$ cat src/rtl/pmc_pm_sequencer.sv
// Pixel-matrix control sequencer: runs one ACQUIRE / SHIFT_A / SHIFT_B / RESET command
// at a time with cycle-exact registered waveforms. Optional abort input: PMC_SEQ_ABORT_EN.
module pmc_pm_sequencer #(
    parameter int CLK_DIV       = 2,
    parameter int STROBE_CYCLES = 2,
    parameter int LEN_W         = 16
) (
    input  logic             clk,
    input  logic             rst_n,
    input  logic             cmd_valid,
    output logic             cmd_ready,
    input  logic [1:0]       cmd_op,
    input  logic [LEN_W-1:0] cmd_len,
    input  logic [9:0]       cmd_res,
`ifdef PMC_SEQ_ABORT_EN
    input  logic             abort,
`endif
    output logic             busy,
    output logic             done,
    output logic [9:0]       res,
    output logic             store,
    output logic             strobe,
    output logic             gate,
    output logic             sh_a,
    output logic             sh_b,
    output logic             clk_sh
);

    localparam logic [2:0] ST_IDLE     = 3'd0;
    localparam logic [2:0] ST_GATE     = 3'd1;
    localparam logic [2:0] ST_STROBE   = 3'd2;
    localparam logic [2:0] ST_STORE    = 3'd3;
    localparam logic [2:0] ST_SHIFT_HI = 3'd4;
    localparam logic [2:0] ST_SHIFT_LO = 3'd5;
    localparam logic [2:0] ST_RESET    = 3'd6;
    localparam logic [2:0] ST_DONE     = 3'd7;

    localparam logic [1:0] OP_ACQUIRE = 2'd0;
    localparam logic [1:0] OP_SHIFT_A = 2'd1;
    localparam logic [1:0] OP_SHIFT_B = 2'd2;
    localparam logic [1:0] OP_RESET   = 2'd3;

    localparam logic [7:0]       CLK_DIV_LD = 8'(CLK_DIV - 1);
    localparam logic [7:0]       STROBE_LD  = 8'(STROBE_CYCLES - 1);
    localparam logic [LEN_W-1:0] LEN_ONE    = LEN_W'(1);

    logic [2:0]       state, state_nxt;
    logic [LEN_W-1:0] len_cnt, len_cnt_nxt;
    logic [7:0]       phase_cnt, phase_nxt;
    logic [1:0]       op_q, op_nxt;
    logic [9:0]       res_q, res_nxt;
    logic [LEN_W-1:0] len_ld;
    logic             in_busy_state;
    logic             abort_hit;

    // Counters hold "cycles remaining minus one", so a zero length behaves as one.
    assign len_ld        = (cmd_len == '0) ? '0 : cmd_len - LEN_ONE;
    assign in_busy_state = (state != ST_IDLE) && (state != ST_DONE);

`ifdef PMC_SEQ_ABORT_EN
    assign abort_hit = abort && in_busy_state;
`else
    assign abort_hit = 1'b0;
`endif

    always_comb begin
        // NOTE: every always_comb output gets a default first so no latch is inferred.
        state_nxt   = state;
        len_cnt_nxt = len_cnt;
        phase_nxt   = phase_cnt;
        op_nxt      = op_q;
        res_nxt     = res_q;

        case (state)
            ST_IDLE: begin
                if (cmd_valid) begin
                    op_nxt      = cmd_op;
                    res_nxt     = cmd_res;
                    len_cnt_nxt = len_ld;
                    phase_nxt   = CLK_DIV_LD;
                    case (cmd_op)
                        OP_ACQUIRE: state_nxt = ST_GATE;
                        OP_SHIFT_A,
                        OP_SHIFT_B: state_nxt = ST_SHIFT_HI;
                        default:    state_nxt = ST_RESET;
                    endcase
                end
            end
            ST_GATE: begin
                if (len_cnt == '0) begin
                    state_nxt = ST_STROBE;
                    phase_nxt = STROBE_LD;
                end else begin
                    len_cnt_nxt = len_cnt - LEN_ONE;
                end
            end
            ST_STROBE: begin
                if (phase_cnt == 8'd0) state_nxt = ST_STORE;
                else                   phase_nxt = phase_cnt - 8'd1;
            end
            ST_STORE: state_nxt = ST_DONE;
            ST_SHIFT_HI: begin
                if (phase_cnt == 8'd0) begin
                    state_nxt = ST_SHIFT_LO;
                    phase_nxt = CLK_DIV_LD;
                end else begin
                    phase_nxt = phase_cnt - 8'd1;
                end
            end
            ST_SHIFT_LO: begin
                if (phase_cnt != 8'd0) begin
                    phase_nxt = phase_cnt - 8'd1;
                end else if (len_cnt == '0) begin
                    state_nxt = ST_DONE;
                end else begin
                    state_nxt   = ST_SHIFT_HI;
                    phase_nxt   = CLK_DIV_LD;
                    len_cnt_nxt = len_cnt - LEN_ONE;
                end
            end
            ST_RESET: begin
                if (len_cnt == '0) state_nxt = ST_DONE;
                else               len_cnt_nxt = len_cnt - LEN_ONE;
            end
            default: state_nxt = ST_IDLE;
        endcase

        if (abort_hit) state_nxt = ST_DONE;
    end

    // Outputs are decoded from the next state and then registered.
    logic       shifting_nxt;
    logic [9:0] res_d;

    assign shifting_nxt = (state_nxt == ST_SHIFT_HI) || (state_nxt == ST_SHIFT_LO);
    assign res_d        = (state_nxt == ST_RESET) ? res_nxt : 10'd0;

    always_ff @(posedge clk or negedge rst_n) begin
        if (!rst_n) begin
            state     <= ST_IDLE;
            len_cnt   <= '0;
            phase_cnt <= 8'd0;
            op_q      <= OP_ACQUIRE;
            res_q     <= 10'd0;
            cmd_ready <= 1'b1;
            busy      <= 1'b0;
            done      <= 1'b0;
            res       <= 10'd0;
            store     <= 1'b0;
            strobe    <= 1'b0;
            gate      <= 1'b0;
            sh_a      <= 1'b0;
            sh_b      <= 1'b0;
            clk_sh    <= 1'b0;
        end else begin
            // NOTE: sequential state uses non-blocking assignments so all flops update together.
            state     <= state_nxt;
            len_cnt   <= len_cnt_nxt;
            phase_cnt <= phase_nxt;
            op_q      <= op_nxt;
            res_q     <= res_nxt;
            cmd_ready <= (state_nxt == ST_IDLE);
            busy      <= (state_nxt != ST_IDLE) && (state_nxt != ST_DONE);
            done      <= (state_nxt == ST_DONE);
            res       <= res_d;
            store     <= (state_nxt == ST_STORE);
            strobe    <= (state_nxt == ST_STROBE);
            gate      <= (state_nxt == ST_GATE);
            sh_a      <= shifting_nxt && (op_nxt == OP_SHIFT_A);
            sh_b      <= shifting_nxt && (op_nxt == OP_SHIFT_B);
            clk_sh    <= (state_nxt == ST_SHIFT_HI);
        end
    end

endmodule

$ cat config.mk
export PLATFORM = sky130hd
export DESIGN_NAME = pmc_pm_sequencer
export DESIGN_NICKNAME = d
export VERILOG_FILES = /design/src/rtl/pmc_pm_sequencer.sv
export SDC_FILE = /design/constraint.sdc
export NUM_CORES = 1
export LEC_CHECK = 0
export ABC_AREA = 1
export BUFFER_PORTS_ARGS = -buffer_cell sky130_fd_sc_hd__buf_4
export CELL_PAD_IN_SITES_DETAIL_PLACEMENT = 0
export CELL_PAD_IN_SITES_GLOBAL_PLACEMENT = 1
export CORE_UTILIZATION = 37
export DETAILED_ROUTE_END_ITERATION = 6
export PLACE_DENSITY_LB_ADDON = 0.1
export SKIP_LAST_GASP = 1
export SLEW_MARGIN = 20
export SYNTH_ARGS = -nofsm -noshare
export SYNTH_HDL_FRONTEND = slang
export SYNTH_SLANG_ARGS = --single-unit
$ cat constraint.sdc
create_clock -name clk -period 1.5 [get_ports clk]
set_input_delay 0.15 -clock clk [delete_from_list [all_inputs] [get_ports clk]]
set_output_delay 0.15 -clock clk [all_outputs]
set_load 0.005 [all_outputs]
* Word-level counts from Yosys, hierarchy flattened
Cells that the tools add are included.
** Operators by class
- Add/sub/neg operators :: 3
- Multiply operators :: 0
- Div/mod/pow operators :: 0
- Magnitude comparators :: 0
- Eq/ne operators :: 23
- Shift operators :: 0
- Muxes and demuxes :: 26
- Bitwise gates (word level) :: 0
- Reductions and logical operators :: 18
** Operators with widths (count)
- $mux 16 :: 4
- $mux 8 :: 6
- $pmux 16 s3 :: 1
- $pmux 8 s5 :: 1
- $logic_not 16->1 :: 2
- $sub 16x1->16 const B :: 2
- $mux 10 :: 3
- $eq 3x3->1 const B :: 7
- $pmux 3 s7 :: 1
- $mux 3 :: 6
- $eq 3x2->1 const B :: 4
- $logic_not 8->1 :: 1
- $ne 2x2->1 const B :: 4
- $reduce_bool 8->1 :: 1
- $sub 8x1->8 const B :: 1
- $eq 3x1->1 const B :: 2
- $logic_not 3->1 :: 2
- $mux 2 :: 3
- $ne 3x3->1 const B :: 2
- $pmux 3 s2 :: 1
- $reduce_bool 3->1 :: 2
- $reduce_and 5->1 :: 1
- $reduce_bool 5->1 :: 1
- $eq 2x1->1 const B :: 2
- other kinds (6) :: 10
** Storage, ports and cells
- Register bits after elaboration :: 58
- Latch bits :: 0
- Memory bits (writable) :: 0
- Memory bits (read-only) :: 0
- Bits of input ports :: 31
- Output and inout port bits :: 19
- Word-level logic and storage cells :: 85
- Memories kept :: 0

* Depth between registers and ports, before layout
Gate-level depths: netlist of run 1.
- Word-level depth :: 8
- Depth in mapped cells :: 12

* Worst setup path after synthesis of run 1
OpenSTA, ideal clock, no wires.
- Path kind :: flip-flop to flip-flop
- Start point :: register len_cnt[0]
- End point :: register res[0]
- Library setup time :: 0.074 ns
- Arrival :: 1.524 ns
- Data required time :: 1.426 ns
- Setup slack :: -0.098 ns
- Cell stages (with the launch flop) :: 11
- Period minus slack after synthesis :: 1.598 ns
- Path through :: dfrtp_1 -> inv_1 -> ha_1 -> nand2_2 -> nor2_4 -> nand2_2 -> nand2_1 -> nand2_1 -> nor2_4 -> nand4_4 -> nor2_2
** On the way
- Longest elaborated chain between the ends :: 6
- Elaborated cells on any way between the ends :: 8
** RTL lines
- start, declared :: line 48 : logic [LEN_W-1:0] len_cnt, len_cnt_nxt;
- start signal, assigned :: line 158 : len_cnt <= len_cnt_nxt;
- $logic_not 16->1 (*) :: line 90, 113, 122
- $mux 2 :: line 113 : end else if (len_cnt == '0) begin
- $mux 3 :: line 111 : if (phase_cnt != 8'd0) begin
- $pmux 3 s7 (*) :: line 74 : case (state)
- $eq 3x3->1 (*) :: line 136 : assign res_d = (state_nxt == ST_RESET) ? res_nxt : 10'd0;
- $mux 10 (*) :: line 136
- via res_d[0] :: line 133 : logic [9:0] res_d;
- end signal, assigned :: line 165 : res <= res_d;
- end, declared :: line 20 : output logic [9:0] res,
The timed path passes the listed nets; every way through them passes the cells marked *.
A chain may end at the register's enable or synchronous reset.

* Worst setup path after layout of run 1
Ends and elaborated chain as after synthesis.

==> impl_results.md, run 1 <==
* Status: finished with violations
* Failing checks: negative setup slack
* Grt total ovfl at 0
* RePlAce Congestion at 0.8337
* Static Leak at 0.002934 µW
* Syn Inst Count at 527
* Metal2 WL at 4987 µm
* Critical Path End Type: register
* DR vias at 3,782
* Worst Setup Slack, final at -0.1169 ns
* Ant diodes at 0
* Commonest non-fill, non-tap cell in the layout: buf_4
* Ys Warns at 0
* CTS tree: done
* Core area at 9371 µm²
* Final net count at 712
* Residual DRC at 0
* Post-route ant nets at 0
* Critical Path Fanout Max at 10
* DR pass1 iterations at 5
* WL final at 10,010 µm
* Min-Delay Path Class: input port to register
* Peak VDD IR at 0.001106 V
* P per Cell Area at 2239 nW/µm²
* Cell chain of the critical path: inv_2 -> ha_4 -> nand2_8 -> nor2_4 -> nand2_4 -> nand2_4 -> nand2_2 -> nor2_4 -> nand4_4 -> buf_12 -> nor2_2
* Crit path time final at 1.617 ns
* Initial antenna violation count at 0
* Unique cell type count in the Yosys netlist at 33
* XOR/XNOR Fraction of Synth Area at 0.04096
* Mux contribution to synthesized area at 0
* Die X at 101.1 µm
* Total GRT Usage at 0.2062
* Final Power at 12,820 µW
* Max Freq at 618.4 MHz
* Rows at 35
* Port bufs at 49
* I/O pin total at 50
* Syn nets at 561
* Psw at 5562 µW
* TritonCTS Sinks at 58
* Net Sw Frac at 0.4338
* Slew Viols, Final at 0
* Total internal power at about 7300 µW
* Die footprint at 10,220 µm²
* Vias in the first global route at about 3.7k
* Multi-input gate area at 2350 µm²
* Layout cells sized above 1 at 0.4627
* Type of the worst setup path: register to register
* Metal1 wirelength at 4637 µm
* Data arrival time of the worst path at 1.91 ns
* Starting Density at 0.3879
* Final period utilization at 1.078
* Routed WL per cell at ~12 µm
* CTS buffer count at 9
* Yosys top cell by area: dfrtp_1
* Most frequent cells in the layout: buf_4, nand2_1, inv_1
* CP Launch Type: register
* Max clock buf depth at 2
* Hold Vio Cnt, Final at 0
* Area grow syn2layout at 57.56%
* Worst hold slack at 0.08746 ns
* Sum Neg Setup Slack at -2.769 ns
* Post-synthesis instance area at 3635 µm²
* Max Used Layer: met4
* Max-Cap Viols at 0
* Finished Core Util at 0.6111
* Register cell area after layout at 1458 µm²
* Adder-Cell Fraction of Synth Area at 0.01033
* Slew at the pin with the worst max-slew slack at about 0.34 ns
* Clk Latency, worst-skew pair at 0.35 ns
* CP max stage cell: dfrtp_1
* FF+latch count, synth at 58
* H-tree depth at 3
* Top-area cell type share of the netlist area at 0.3924
* Worst path max stage delay at 0.39 ns
* Simple-gate share of the synthesized area at 0.3818
* First-pass GRT wire length at 16,420 µm
* Critical Path RT at between 1.5 and 2 ns
* Vias per inst at 4.658
* Post-DP HPWL at 7117 µm
* DP Worst Slack at -0.1866 ns
* Avg Cell Area, Syn at 6.897 µm²
* Clock Power Share at 0.130
* Setup-failing EPs final at 41
* Slew headroom at 0.7705
* Power share of the combinational group at 0.653
* Sequential power share at 0.216
* Die Ht at 101.1 µm
* Largest family of logic cells by synthesized area: simple AND/OR/NAND/NOR gates
* Pin count of the biggest net entering global routing at 36
* Seq/Total Area, Yosys at 0.3997
* Compound-Gate Fraction of Synth Area at 0.08055
* Fillers at between 800 and 900
* Drt initial violations at about 130
* Clock Root Buffer: clkbuf_8
* Synth top area cells: dfrtp_1, nand2_1, nor2_1
* Met3 WL post-DR at between 200 and 300 µm
* RSZ-0062 raised after global routing: true
* Worst-path clk slew at 0.07 ns
* Clk_skew at 0.008734 ns
## cell families (layout without fill, tap and decap cells)
| family | Yosys count | count (layout) |
|---|---|---|
| xor gates and xnor gates | 17 | 17 |
| adders and majority gates | 3 | 3 |
| and+or+nand+nor | 316 | 316 |
| buffers and inverters | 79 | 235 |
| DFF | 58 | 58 |
| AOI/OAI and AO/OA | 54 | 54 |
## state kept, by name (all words and copies together), names as in the netlist, 2 cells and up
name	cells
res	10
op_q	2
phase_cnt	8
state	3
res_q	10
len_cnt	16
## cell usage after synthesis (all sizes together)
cell	number
nand2	166
clkinv	1
xnor2	7
xor2	10
o21bai	2
o21a	1
o211ai	2
or2	12
inv	69
nand3	31
clkbuf	2
dfstp	1
dfrtp	57
nor2	96
ha	3
buf	7
a31oi	2
and2	1
o21ai	42
nor3	5
nand4	5
a21oi	5
## worst max-delay path, delay by kind of cell (launching register included)
| family | cells | cell delay, ns |
|---|---|---|
| and+or+nand+nor | 8 | 0.75 |
| buffers and inverters | 2 | 0.25 |
| DFF | 1 | 0.39 |
| adders and majority gates | 1 | 0.16 |
## layout make-up
cell class / count / area share
Inverter: 70 / 0.04807
Clock buffer: 11 / 0.02469
Tap cell: 129 / 0.02818
Clock inverter: 5 / 0.01355
Multi-Input combinational cell: 390 / 0.4103
Timing Repair Buffer: 148 / 0.2194
Timing Repair inverter: 1 / 0.001311
Sequential cell: 58 / 0.2545
## through the flow
stage                     std cells  area, µm²
final                           812       5727
after global routing            812       5727
after detailed placement        773       4765
after global placement          773       4765
after floorplan                 527       3672
after CTS                       797       5234
## power by group through the flow
stage | sequential (µW) | combinational [µW] | clock (µW)
2_1_floorplan | 2680 | 3520 | 0
3_3_place_gp | 2670 | 6260 | 0
3_5_place_dp | 2680 | 6350 | 0
4_1_cts | 2710 | 7090 | 1700
5_1_grt | 2850 | 9220 | 1760
6_report | 2780 | 8380 | 1670
## path summary, 6_finish.rpt
path,start,depth (start not counted),slack (ns),end
min in group asynchronous,rst_n,2,0.25,len_cnt[3]
worst max-delay path,len_cnt[0],11,-0.12,res[0]
worst min register to register,res_q[8],2,0.49,res_q[8]
worst max register to register,len_cnt[0],11,-0.12,res[0]
max in group asynchronous,rst_n,3,0.73,len_cnt[12]
worst min-delay path,cmd_op[1],3,0.09,op_q[1]
## routing by layer
layer  vias up  global-route usage
li1       1930                   -
met1      1790              0.2643
met2        50              0.3496
met3        12             0.04438
met4         0             0.06020
met5         -                   0
## timing repair
item / in CTS / in global routing
hold endpoints to repair: 22 / 0
resized for setup: 64 / 107
setup buffers: 7 / 13
setup endpoints to repair: 50 / 52
gates cloned: 0 / 3
pin swaps: 22 / 25
hold buffers: 1 / 0
Note: power is estimated with default switching activity, not from simulation.
==> run 2, diff against run 1 <==
--- a/config.mk
+++ b/config.mk
@@ -7,7 +7,7 @@
 export LEC_CHECK = 0
 export ABC_AREA = 1
 export BUFFER_PORTS_ARGS = -buffer_cell sky130_fd_sc_hd__buf_4
-export CELL_PAD_IN_SITES_DETAIL_PLACEMENT = 0
+export CELL_PAD_IN_SITES_DETAIL_PLACEMENT = 1
 export CELL_PAD_IN_SITES_GLOBAL_PLACEMENT = 1
 export CORE_UTILIZATION = 37
 export DETAILED_ROUTE_END_ITERATION = 6
==> run 2 against run 1 <==
  * The run still ends with negative setup slack left
  * Flip-flop and latch count did not move
  * Setup slack got worse by 0.21 ns
  * First-iteration DRC count fell by 12%
  * Critical path depth did not move
  * Combinational power fell by 7.0%
  * Cell area fell by 4.7%
  * Sequential share of layout area rose by 1.3 points
  * Fmax fell by 11%
  * Register-to-register slack got worse by 0.21 ns
  * Critical endpoint is now phase_cnt[1]
  * Largest cell class unchanged
==> impl_results.md, run 2 (synthesis results as in run 1) <==
* Critical Path End Type: register
* Critical Path Fanout Max at 5
* Worst Setup Slack, final at -0.3245 ns
* Slew headroom at 0.7655
* Hold path startpoint: cmd_res[1]
* Crit path time final at about 1.8 ns
* RePlAce Congestion at 0.8337
* Rows at 35
* Data arrival time of the worst path at 2.10 ns
* Status: finished with violations
* Worst hold slack at around 0.10 ns
* RR Endpoint: phase_cnt[1]
* I/O pin total at 50
* Largest regs: len_cnt (16), res (10), res_q (10)
* P per Cell Area at approximately 2300 nW/µm²
* Worst path max stage delay at 0.43 ns
* Max reg flops at 16
* WHS Path Cells at 4
* R2R setup slack at -0.32 ns
* Hold Vio Cnt, Final at 0
* Placed insts at 773
* Die X at 101.1 µm
* Total GRT Usage at 0.2487
* Hold EP: res_q[1]
* Port bufs at 49
* WL final at around 12,000 µm
* DP Area at approximately 4800 µm²
* Ant diodes at 0
* Slew at the pin with the worst max-slew slack at around 0.35 ns
* CTS buffer count at 9
* First-pass GRT wire length at 19,720 µm
* R2R depth at 11
* Drt initial violations at 113
* Most flops, register: len_cnt
* Peak VDD IR at a little under 0.001 V
* Final net count at 710
* DR vias at 3,894
* Slew Viols, Final at 0
* Min-Delay Path Class: input port to register
* Die footprint at roughly 10,000 µm²
* H-tree depth at 3
* Failing checks: negative setup slack
* Starting Density at 0.3879
* CTS tree: done
* Area grow syn2layout at 50.09%
* Clock Root Buffer: clkbuf_8
* Clk Latency, worst-skew pair at 0.35 ns
* Cell chain of the critical path: nor2_1 -> nand2_1 -> inv_1 -> nand2_1 -> inv_1 -> nand4_1 -> nand4_1 -> buf_4 -> buf_6 -> nand2_2 -> o21ai_1
* Most frequent cells in the layout: nand2_1, buf_4, nor2_1
* DR pass1 iterations at 4
* Pin count of the biggest net entering global routing at 36
* Critical Path RT at between 1.5 and 2 ns
* Die Ht at 101.1 µm
* Routed WL per cell at 15.01 µm
* Core area at 9371 µm²
* Layout cells sized above 1 at 0.4038
* R2R Path Start: phase_cnt[3]
* Max-Cap Viols at 0
* Setup-failing EPs final at 43
* Post-route ant nets at 0
* Final period utilization at 1.216
* CP Launch Type: register
* Post-DP HPWL at 8657 µm
* TritonCTS Sinks at 58
* Finished Core Util at 0.5821
* Initial antenna violation count at 0
* Grt total ovfl at 0
* RSZ-0062 raised after global routing: true
* Max Freq at 548.1 MHz
* Clk_skew at 0.01161 ns
* Residual DRC at 0
* Post-route insts no fill at 810
* Vias in the first global route at about 4.3k
* Static Leak at around 0.0028 µW
* Max clock buf depth at 2
* Worst-path clk slew at 0.08 ns
* Commonest non-fill, non-tap cell in the layout: nand2_1
* Type of the worst setup path: register to register
* CP max stage cell: dfrtp_1
* Final instance area at 5455 µm²
* Vias per inst at 4.807
run 2: cell count changes in the layout (fill, tap and decap cells not counted), moves of 3 or more:
| cell | previous run | this run |
|---|---|---|
| o21ai_0 | 13 | 19 |
| clkinv_4 | 0 | 3 |
| or2_2 | 3 | 12 |
| nor2_1 | 50 | 60 |
| nand2_2 | 29 | 19 |
| nand2_4 | 12 | 3 |
| o21ai_2 | 18 | 12 |
| nor2_2 | 29 | 20 |
| or2_4 | 9 | 0 |
| buf_4 | 128 | 137 |
| nand2_1 | 124 | 143 |
| buf_6 | 12 | 4 |
| clkinv_2 | 3 | 0 |
run 2: per-layer routing:
layer | part of all wire | routed length [µm] | track usage
met1 | 0.42 | 5161 | 0.2958
met2 | 0.53 | 6496 | 0.4621
met3 | 0.030 | 362 | 0.04924
met4 | 0.011 | 139 | 0.05240
met5 | 0 | 0 | 0
run 2: power by group:
group          switching (µW)  internal [µW]
sequential                492           2280
clock                     751           1120
combinational            4240           3550
total                    5480           6950
run 2: worst max path at each step:
stage	from	end	slack (ns)	cells after the start
final	phase_cnt[3]	phase_cnt[1]	-0.32	11
after global routing	phase_cnt[3]	phase_cnt[1]	-0.39	11
after CTS	len_cnt[1]	busy	-0.16	12
after detailed placement	len_cnt[5]	res[0]	-0.27	9
after global placement	len_cnt[5]	res[0]	-0.20	9
after floorplan	phase_cnt[1]	res[0]	0.002	10
run 2: metrics by stage:
stage / worst slack (ns) / setup TNS (ns) / total power [µW]
floorplan: 0.001853 / 0 / 6198
global placement: -0.1986 / -4.960 / 8933
detailed placement: -0.2744 / -7.646 / 9246
CTS: -0.1599 / -4.749 / 11710
global route: -0.3873 / -12.22 / 13370
finish: -0.3245 / -8.572 / 12430
run 2: critical path, delay by kind of cell (launching register included):
family	cells	cell delay [ns]
buf+inv	4	0.51
flops	1	0.43
simple gates	6	0.74
compound gates	1	0.07
run 2: cell type report:
cell class	instances	area, µm²
well taps	129	161.4
flip-flops and latches	58	1458
repair inverters	1	7.507
clock buffers	9	123.9
repair buffers	146	1164
clock inverters	7	125.1
fillers	1228	3916
inverters	70	269.0
multi-input cells	390	2147
run 2: repair_timing:
item / CTS / global route
endpoints found under the setup margin: 52 / 54
hold buffers: 1 / 0
buffers inserted: 9 / 9
hold endpoints to repair: 22 / 0
pin swaps: 6 / 21
resized for setup: 42 / 49
cloned: 0 / 2
